<file path="src/rtl/piece_lock.sv">
// piece_lock: writes the four cells of a landed tetromino into board RAM,
// one cell every three cycles, then raises o_complete until i_enable falls.
// Also reports top-out (a cell written into the hidden spawn rows) and
// out-of-board cells or an invalid piece type.
//
// Ports:
//   i_clk, i_resetn    clock, asynchronous active-low reset
//   i_enable           level; high = run/hold result, low = return to idle
//   i_piece_type       0=I 1=O 2=T 3=S 4=Z 5=J 6=L, 7=invalid
//   i_piece_rot        clockwise rotation 0..3
//   i_piece_x/_y       bounding-box left column / top row
//   i_piece_colour     value written to each cell
//   o_ram_addr/_data   board RAM address / write data
//   o_ram_wren         board RAM write enable (one cycle per in-range cell)
//   o_complete         all four cells processed
//   o_top_out          a written cell landed in the hidden rows
//   o_oob              a cell was skipped, or the piece type was invalid
//
// state     | meaning
// IDLE      | outputs at 0, waiting for enable
// LATCH     | capture piece inputs, clear flags
// ADDR      | present address/data for the current cell
// WRITE     | pulse write enable if the cell is on the board
// WRITE_END | drop write enable, advance to next cell or finish
// DONE      | hold complete/top_out/oob until enable falls
module piece_lock #(
    parameter int BOARD_W     = 10,
    parameter int BOARD_H     = 25,
    parameter int HIDDEN_ROWS = 4
) (
    input  logic       i_clk,
    input  logic       i_resetn,
    input  logic       i_enable,
    input  logic [2:0] i_piece_type,
    input  logic [1:0] i_piece_rot,
    input  logic [3:0] i_piece_x,
    input  logic [4:0] i_piece_y,
    input  logic [5:0] i_piece_colour,
    output logic [7:0] o_ram_addr,
    output logic [5:0] o_ram_data,
    output logic       o_ram_wren,
    output logic       o_complete,
    output logic       o_top_out,
    output logic       o_oob
);

    localparam logic [2:0] S_IDLE      = 3'd0;
    localparam logic [2:0] S_LATCH     = 3'd1;
    localparam logic [2:0] S_ADDR      = 3'd2;
    localparam logic [2:0] S_WRITE     = 3'd3;
    localparam logic [2:0] S_WRITE_END = 3'd4;
    localparam logic [2:0] S_DONE      = 3'd5;

    // Four cells packed cell0 in [15:12] down to cell3 in [3:0]; each cell is
    // {dx[1:0], dy[1:0]}, listed in row-major order (dy first, then dx).
    function automatic logic [15:0] shape_cells(input logic [2:0] ptype,
                                                input logic [1:0] rot);
        logic [15:0] cells;
        cells = 16'h0000;
        case (ptype)
            3'd0: case (rot)
                2'd0: cells = 16'b00_01_01_01_10_01_11_01;
                2'd1: cells = 16'b10_00_10_01_10_10_10_11;
                2'd2: cells = 16'b00_10_01_10_10_10_11_10;
                2'd3: cells = 16'b01_00_01_01_01_10_01_11;
            endcase
            3'd1: cells = 16'b01_00_10_00_01_01_10_01;
            3'd2: case (rot)
                2'd0: cells = 16'b01_00_00_01_01_01_10_01;
                2'd1: cells = 16'b01_00_01_01_10_01_01_10;
                2'd2: cells = 16'b00_01_01_01_10_01_01_10;
                2'd3: cells = 16'b01_00_00_01_01_01_01_10;
            endcase
            3'd3: case (rot)
                2'd0: cells = 16'b01_00_10_00_00_01_01_01;
                2'd1: cells = 16'b01_00_01_01_10_01_10_10;
                2'd2: cells = 16'b01_01_10_01_00_10_01_10;
                2'd3: cells = 16'b00_00_00_01_01_01_01_10;
            endcase
            3'd4: case (rot)
                2'd0: cells = 16'b00_00_01_00_01_01_10_01;
                2'd1: cells = 16'b10_00_01_01_10_01_01_10;
                2'd2: cells = 16'b00_01_01_01_01_10_10_10;
                2'd3: cells = 16'b01_00_00_01_01_01_00_10;
            endcase
            3'd5: case (rot)
                2'd0: cells = 16'b00_00_00_01_01_01_10_01;
                2'd1: cells = 16'b01_00_10_00_01_01_01_10;
                2'd2: cells = 16'b00_01_01_01_10_01_10_10;
                2'd3: cells = 16'b01_00_01_01_00_10_01_10;
            endcase
            3'd6: case (rot)
                2'd0: cells = 16'b10_00_00_01_01_01_10_01;
                2'd1: cells = 16'b01_00_01_01_01_10_10_10;
                2'd2: cells = 16'b00_01_01_01_10_01_00_10;
                2'd3: cells = 16'b00_00_01_00_01_01_01_10;
            endcase
            default: cells = 16'h0000;
        endcase
        return cells;
    endfunction

    logic [2:0]  r_state;
    logic [1:0]  r_cell;
    logic [2:0]  r_type;
    logic [1:0]  r_rot;
    logic [3:0]  r_x;
    logic [4:0]  r_y;
    logic [5:0]  r_colour;

    logic [15:0] w_shape;
    logic [3:0]  w_cell;
    logic [5:0]  w_x;
    logic [5:0]  w_y;
    logic        w_in_range;
    logic        w_hidden;
    logic [7:0]  w_addr;

    assign w_shape = shape_cells(r_type, r_rot);
    // ~r_cell == 3 - r_cell, so cell 0 selects the top nibble
    assign w_cell  = w_shape[{~r_cell, 2'b00} +: 4];
    // 6-bit sums so an off-board cell can never wrap back onto the board
    assign w_x        = {2'b00, r_x} + {4'b0000, w_cell[3:2]};
    assign w_y        = {1'b0, r_y} + {4'b0000, w_cell[1:0]};
    assign w_in_range = (r_type != 3'd7) && (w_x < 6'(BOARD_W)) && (w_y < 6'(BOARD_H));
    assign w_hidden   = w_y < 6'(HIDDEN_ROWS);
    assign w_addr     = 8'(w_y) * 8'(BOARD_W) + 8'(w_x);

    always_ff @(posedge i_clk or negedge i_resetn) begin
        if (!i_resetn) begin
            r_state    <= S_IDLE;
            r_cell     <= 2'd0;
            r_type     <= 3'd0;
            r_rot      <= 2'd0;
            r_x        <= 4'd0;
            r_y        <= 5'd0;
            r_colour   <= 6'd0;
            o_ram_addr <= 8'd0;
            o_ram_data <= 6'd0;
            o_ram_wren <= 1'b0;
            o_complete <= 1'b0;
            o_top_out  <= 1'b0;
            o_oob      <= 1'b0;
        end else if (!i_enable) begin
            r_state    <= S_IDLE;
            r_cell     <= 2'd0;
            o_ram_addr <= 8'd0;
            o_ram_data <= 6'd0;
            o_ram_wren <= 1'b0;
            o_complete <= 1'b0;
            o_top_out  <= 1'b0;
            o_oob      <= 1'b0;
        end else begin
            case (r_state)
                S_IDLE: r_state <= S_LATCH;
                S_LATCH: begin
                    r_type    <= i_piece_type;
                    r_rot     <= i_piece_rot;
                    r_x       <= i_piece_x;
                    r_y       <= i_piece_y;
                    r_colour  <= i_piece_colour;
                    r_cell    <= 2'd0;
                    o_top_out <= 1'b0;
                    o_oob     <= 1'b0;
                    r_state   <= S_ADDR;
                end
                S_ADDR: begin
                    o_ram_addr <= w_addr;
                    o_ram_data <= r_colour;
                    o_ram_wren <= 1'b0;
                    r_state    <= S_WRITE;
                end
                S_WRITE: begin
                    o_ram_wren <= w_in_range;
                    if (!w_in_range) begin
                        o_oob <= 1'b1;
                    end else if (w_hidden) begin
                        o_top_out <= 1'b1;
                    end
                    r_state <= S_WRITE_END;
                end
                S_WRITE_END: begin
                    o_ram_wren <= 1'b0;
                    if (r_cell == 2'd3) begin
                        o_complete <= 1'b1;
                        r_state    <= S_DONE;
                    end else begin
                        r_cell  <= r_cell + 2'd1;
                        r_state <= S_ADDR;
                    end
                end
                S_DONE: r_state <= S_DONE;
                default: r_state <= S_IDLE;
            endcase
        end
    end

endmodule

</file>
<file path="config.mk">
export PLATFORM = sky130hd
export DESIGN_NAME = piece_lock
export DESIGN_NICKNAME = d
export VERILOG_FILES = /design/src/rtl/piece_lock.sv
export SDC_FILE = /design/constraint.sdc
export NUM_CORES = 1
export LEC_CHECK = 0
export BUFFER_PORTS_ARGS = -buffer_cell sky130_fd_sc_hd__buf_2
export CAP_MARGIN = 25
export CORE_AREA = 8 8 106 108
export CTS_CLUSTER_SIZE = 16
export DETAILED_ROUTE_END_ITERATION = 7
export DIE_AREA = 0 0 114 116
export PLACE_DENSITY = 0.56
export SLEW_MARGIN = 10
export SYNTH_ARGS = -nofsm -noshare
export SYNTH_HDL_FRONTEND = slang
export SYNTH_SLANG_ARGS = --single-unit
</file>
<file path="constraint.sdc">
create_clock -name i_clk -period 5.4 [get_ports i_clk]
set_input_delay 0.54 -clock i_clk [delete_from_list [all_inputs] [get_ports i_clk]]
set_output_delay 0.54 -clock i_clk [all_outputs]
set_load 0.02 [all_outputs]
</file>
==> metrics.md <==
| Metric | Value |
|---|---|
| Status | complete, no violations |
| Die Span X | 114 um |
| First DRT Iteration DRCs | 131 |
| Syn nets | 433 |
| Initial antenna violation count | 0 |
| Synth cell types | 61 |
| Worst slew margin | 0.376 |
| # rows | 36 |
| Synth Area in XOR/XNOR | 0.0320 |
| DR WL/cell | 15.2 um |
| Yosys top cell by area | dfrtp_1 |
| Pin count of the biggest net entering global routing | 44 |
| Synthesis Warnings | 0 |
| Sequential cell area | 1080 sq um |
| Delay of the slowest cell on the worst path | 0.65 ns |
| Detailed placer's ending HPWL | 6.08 mm |
| Total gr overflow | 0 |
| Most common cell after layout, fill and taps aside | nand2_1 |
| Fin crit share | 0.891 |
| Area grow syn2layout | 11.9% |
| Multi-input logic area | 2000 sq um |
| Share of cells above drive strength 1 | 0.186 |
| # Post-CTS Setup Buffers | 0 |
| Nets | 459 |
| # diodes | 0 |
| Achievable Freq | 0.208 GHz |
| Die area | 13200 sq um |
| Fraction of registers with async set/reset | 1.00 |
| Hold Vio Cnt, Final | 0 |
| CP Buf/Inv Count | 2 |
| Synth Instances | 382 |
| Multiplexer share of the synthesized area | 0.0744 |
| HP Class | input pin to async pin |
| Core Area | 9550 sq um |
| Post-synthesis adder-cell area fraction | 0.116 |
| Clock Tree Buf Depth | 2 |
| Worst EP required | 5.55 ns |
| Post-synthesis cell area | 3280 sq um |
| Vias per cell | 5.17 |
| Starting Density | 0.344 |
| Total CTS buffers | 5 |
| Number of global-route vias before repair | 2711 |
| Setup_tns | 0 ns |
| Post-synth top area share | 0.328 |
| Number of buffers added on ports | 40 |
| RSZ-0062 raised after global routing | false |
| Gpl congestion | 0.879 |
| Leakage | 1.62 nW |
| CP startpoint kind | register |
| Pre-Repair DR Iteration Count | 4 |
| Drt total wl | 8.24 mm |
| Vias post-DR | 2802 |
| Post-synthesis compound-gate area fraction | 0.196 |
| FF+latch count, synth | 43 |
| Post-Synth Simple-Gate Area | 0.188 |
| Max IR drop VDD | 0.302 mV |
| CTS Hold Bufs | 0 |
| DR DRC count | 0 |
| Avg Cell Area, Syn | 8.59 sq um |
| Setup crit end kind | register |
| CP max stage cell | dfrtp_1 |
| Primary FF master, synth | dfrtp_1 |
| Clk sinks | 43 |
| Post_cts resized | 0 |
| Critical path class | register to register |
| Most frequent cells in the layout | nand2_1 (46), dfrtp_1 (43), buf_2 (40) |
| CP cell instances | buf_4, nand2b_1, o221a_2, nor4b_1, a221oi_1, ha_1, inv_1, fa_1, nand3b_1, xnor2_1, ha_1, fa_1, xor2_1, o2111ai_1, xnor2_1, xnor2_1, a21oi_1 |
| First-pass GRT wire length | 13.5 mm |
| Worst-path maximum fanout | 24 |
| Final ANT Viol Nets | 0 |
| CTS tree | built |
| Slew Limit Fails | 0 |
| Post-synthesis sequential area ratio | 0.328 |
| CP arrival | 4.96 ns |
| Clk_skew | 0.00889 ns |
| Max Cap Viol | 0 |
| Clock transition at path regs | 0.10 ns |
| Max H-tree Level | 2 |
| Ports | 41 |
| Filler cells | 1039 |
| Post-synth EDFFs | 0 |
| Total global-route track usage | 0.126 |
| Slew @ Worst Pin | 0.932 ns |
| CTS root buf | clkbuf_8 |
| Crit path time final | 4.81 ns |
| Synth area leaders | dfrtp_1 (33%), ha_1 (9.2%), nand2_1 (5.3%) |
| Final setup viols | 0 |
| Pwr/cell area | 511 nW/um^2 |
| Most frequent cell on the critical path | xnor2_1 |
| Worst-Skew Late Latency | 0.31 ns |
| Main combinational cell family by area after synthesis | compound AO/OA/AOI/OAI gates |
| Die Ht | 116 um |
| CP top delay family | adder cells |
| Power, Total | 1.88 mW |
## synth_stat cells, types with 4 or more instances
library cell / instances
nand2_1: 46
dfrtp_1: 43
a21oi_1: 33
o21ai_0: 30
nor2_1: 27
ha_1: 24
inv_1: 21
nand2b_1: 16
mux2_2: 15
buf_2: 10
clkbuf_1: 10
xnor2_1: 10
nor3_1: 9
nand3_1: 7
a31oi_1: 5
fa_1: 4
nor2b_1: 4
o22ai_1: 4
## per-layer routing
layer | up-vias | global-route usage | share of wire
li1 | 1394 | - | -
met1 | 1342 | 0.155 | 0.44
met2 | 52 | 0.218 | 0.50
met3 | 14 | 0.0240 | 0.037
met4 | 0 | 0.0390 | 0.017
met5 | - | 0 | 0
## report_power, final
| part | switching [mW] | total (mW) | leakage, nW | internal [mW] |
|---|---|---|---|---|
| clock | 0.136 | 0.232 | 0.0495 | 0.0964 |
| sequential | 0.111 | 0.512 | 0.553 | 0.400 |
| combinational | 0.626 | 1.13 | 1.02 | 0.507 |
| total | 0.873 | 1.88 | 1.62 | 1.00 |
## path summary, 6_finish.rpt
path                           startpoint            end  slack (ns)  cells past startpoint
min in group i_clk         i_piece_rot[1]       r_rot[1]        0.43                      3
setup reg to reg                r_type[1]  o_ram_addr[7]        0.59                     17
hold reg to reg               r_colour[0]    r_colour[0]        0.52                      1
max in group asynchronous        i_resetn      r_type[1]        4.75                      2
setup / recovery                r_type[1]  o_ram_addr[7]        0.59                     17
hold / removal                   i_resetn    r_colour[3]        0.15                      1
## cell families after synthesis
logic type,Yosys count
adder cells (fa/ha/maj),28
buffers and inverters,47
multiplexers,20
XOR/XNOR,12
AO/OA/AOI/OAI,104
AND/OR/NAND/NOR,128
flip-flops,43
## registers in the layout, summed over array words and instances (netlist names)
name        count
r_cell          2
r_rot           2
r_state         3
r_x             4
r_type          3
o_complete      1
o_ram_data      6
r_colour        6
o_ram_wren      1
o_top_out       1
o_oob           1
r_y             5
o_ram_addr      8
## layout make-up
type / instances / area share
Inverter: 21 / 0.0215
Clock inverter: 3 / 0.00716
Multi-Input combinational cell: 292 / 0.544
Sequential cell: 43 / 0.293
Timing Repair Buffer: 45 / 0.0702
Tap cell: 133 / 0.0453
Clock buffer: 5 / 0.0188
## per-stage QoR
step | instance area (sq um) | utilization | hold slack [ns] | cells | setup slack [ns]
after floorplan | 3280 | - | 0.244 | 382 | 1.02
after detailed placement | 3550 | 0.372 | 0.496 | 533 | 0.590
final | 3670 | 0.384 | 0.153 | 542 | 0.588
after CTS | 3650 | 0.382 | 0.425 | 541 | 0.583
after global routing | 3670 | 0.384 | 0.162 | 542 | 0.236
after global placement | 3540 | 0.371 | 0.480 | 532 | 0.707
No activity file was read; power rests on OpenSTA's default activity.
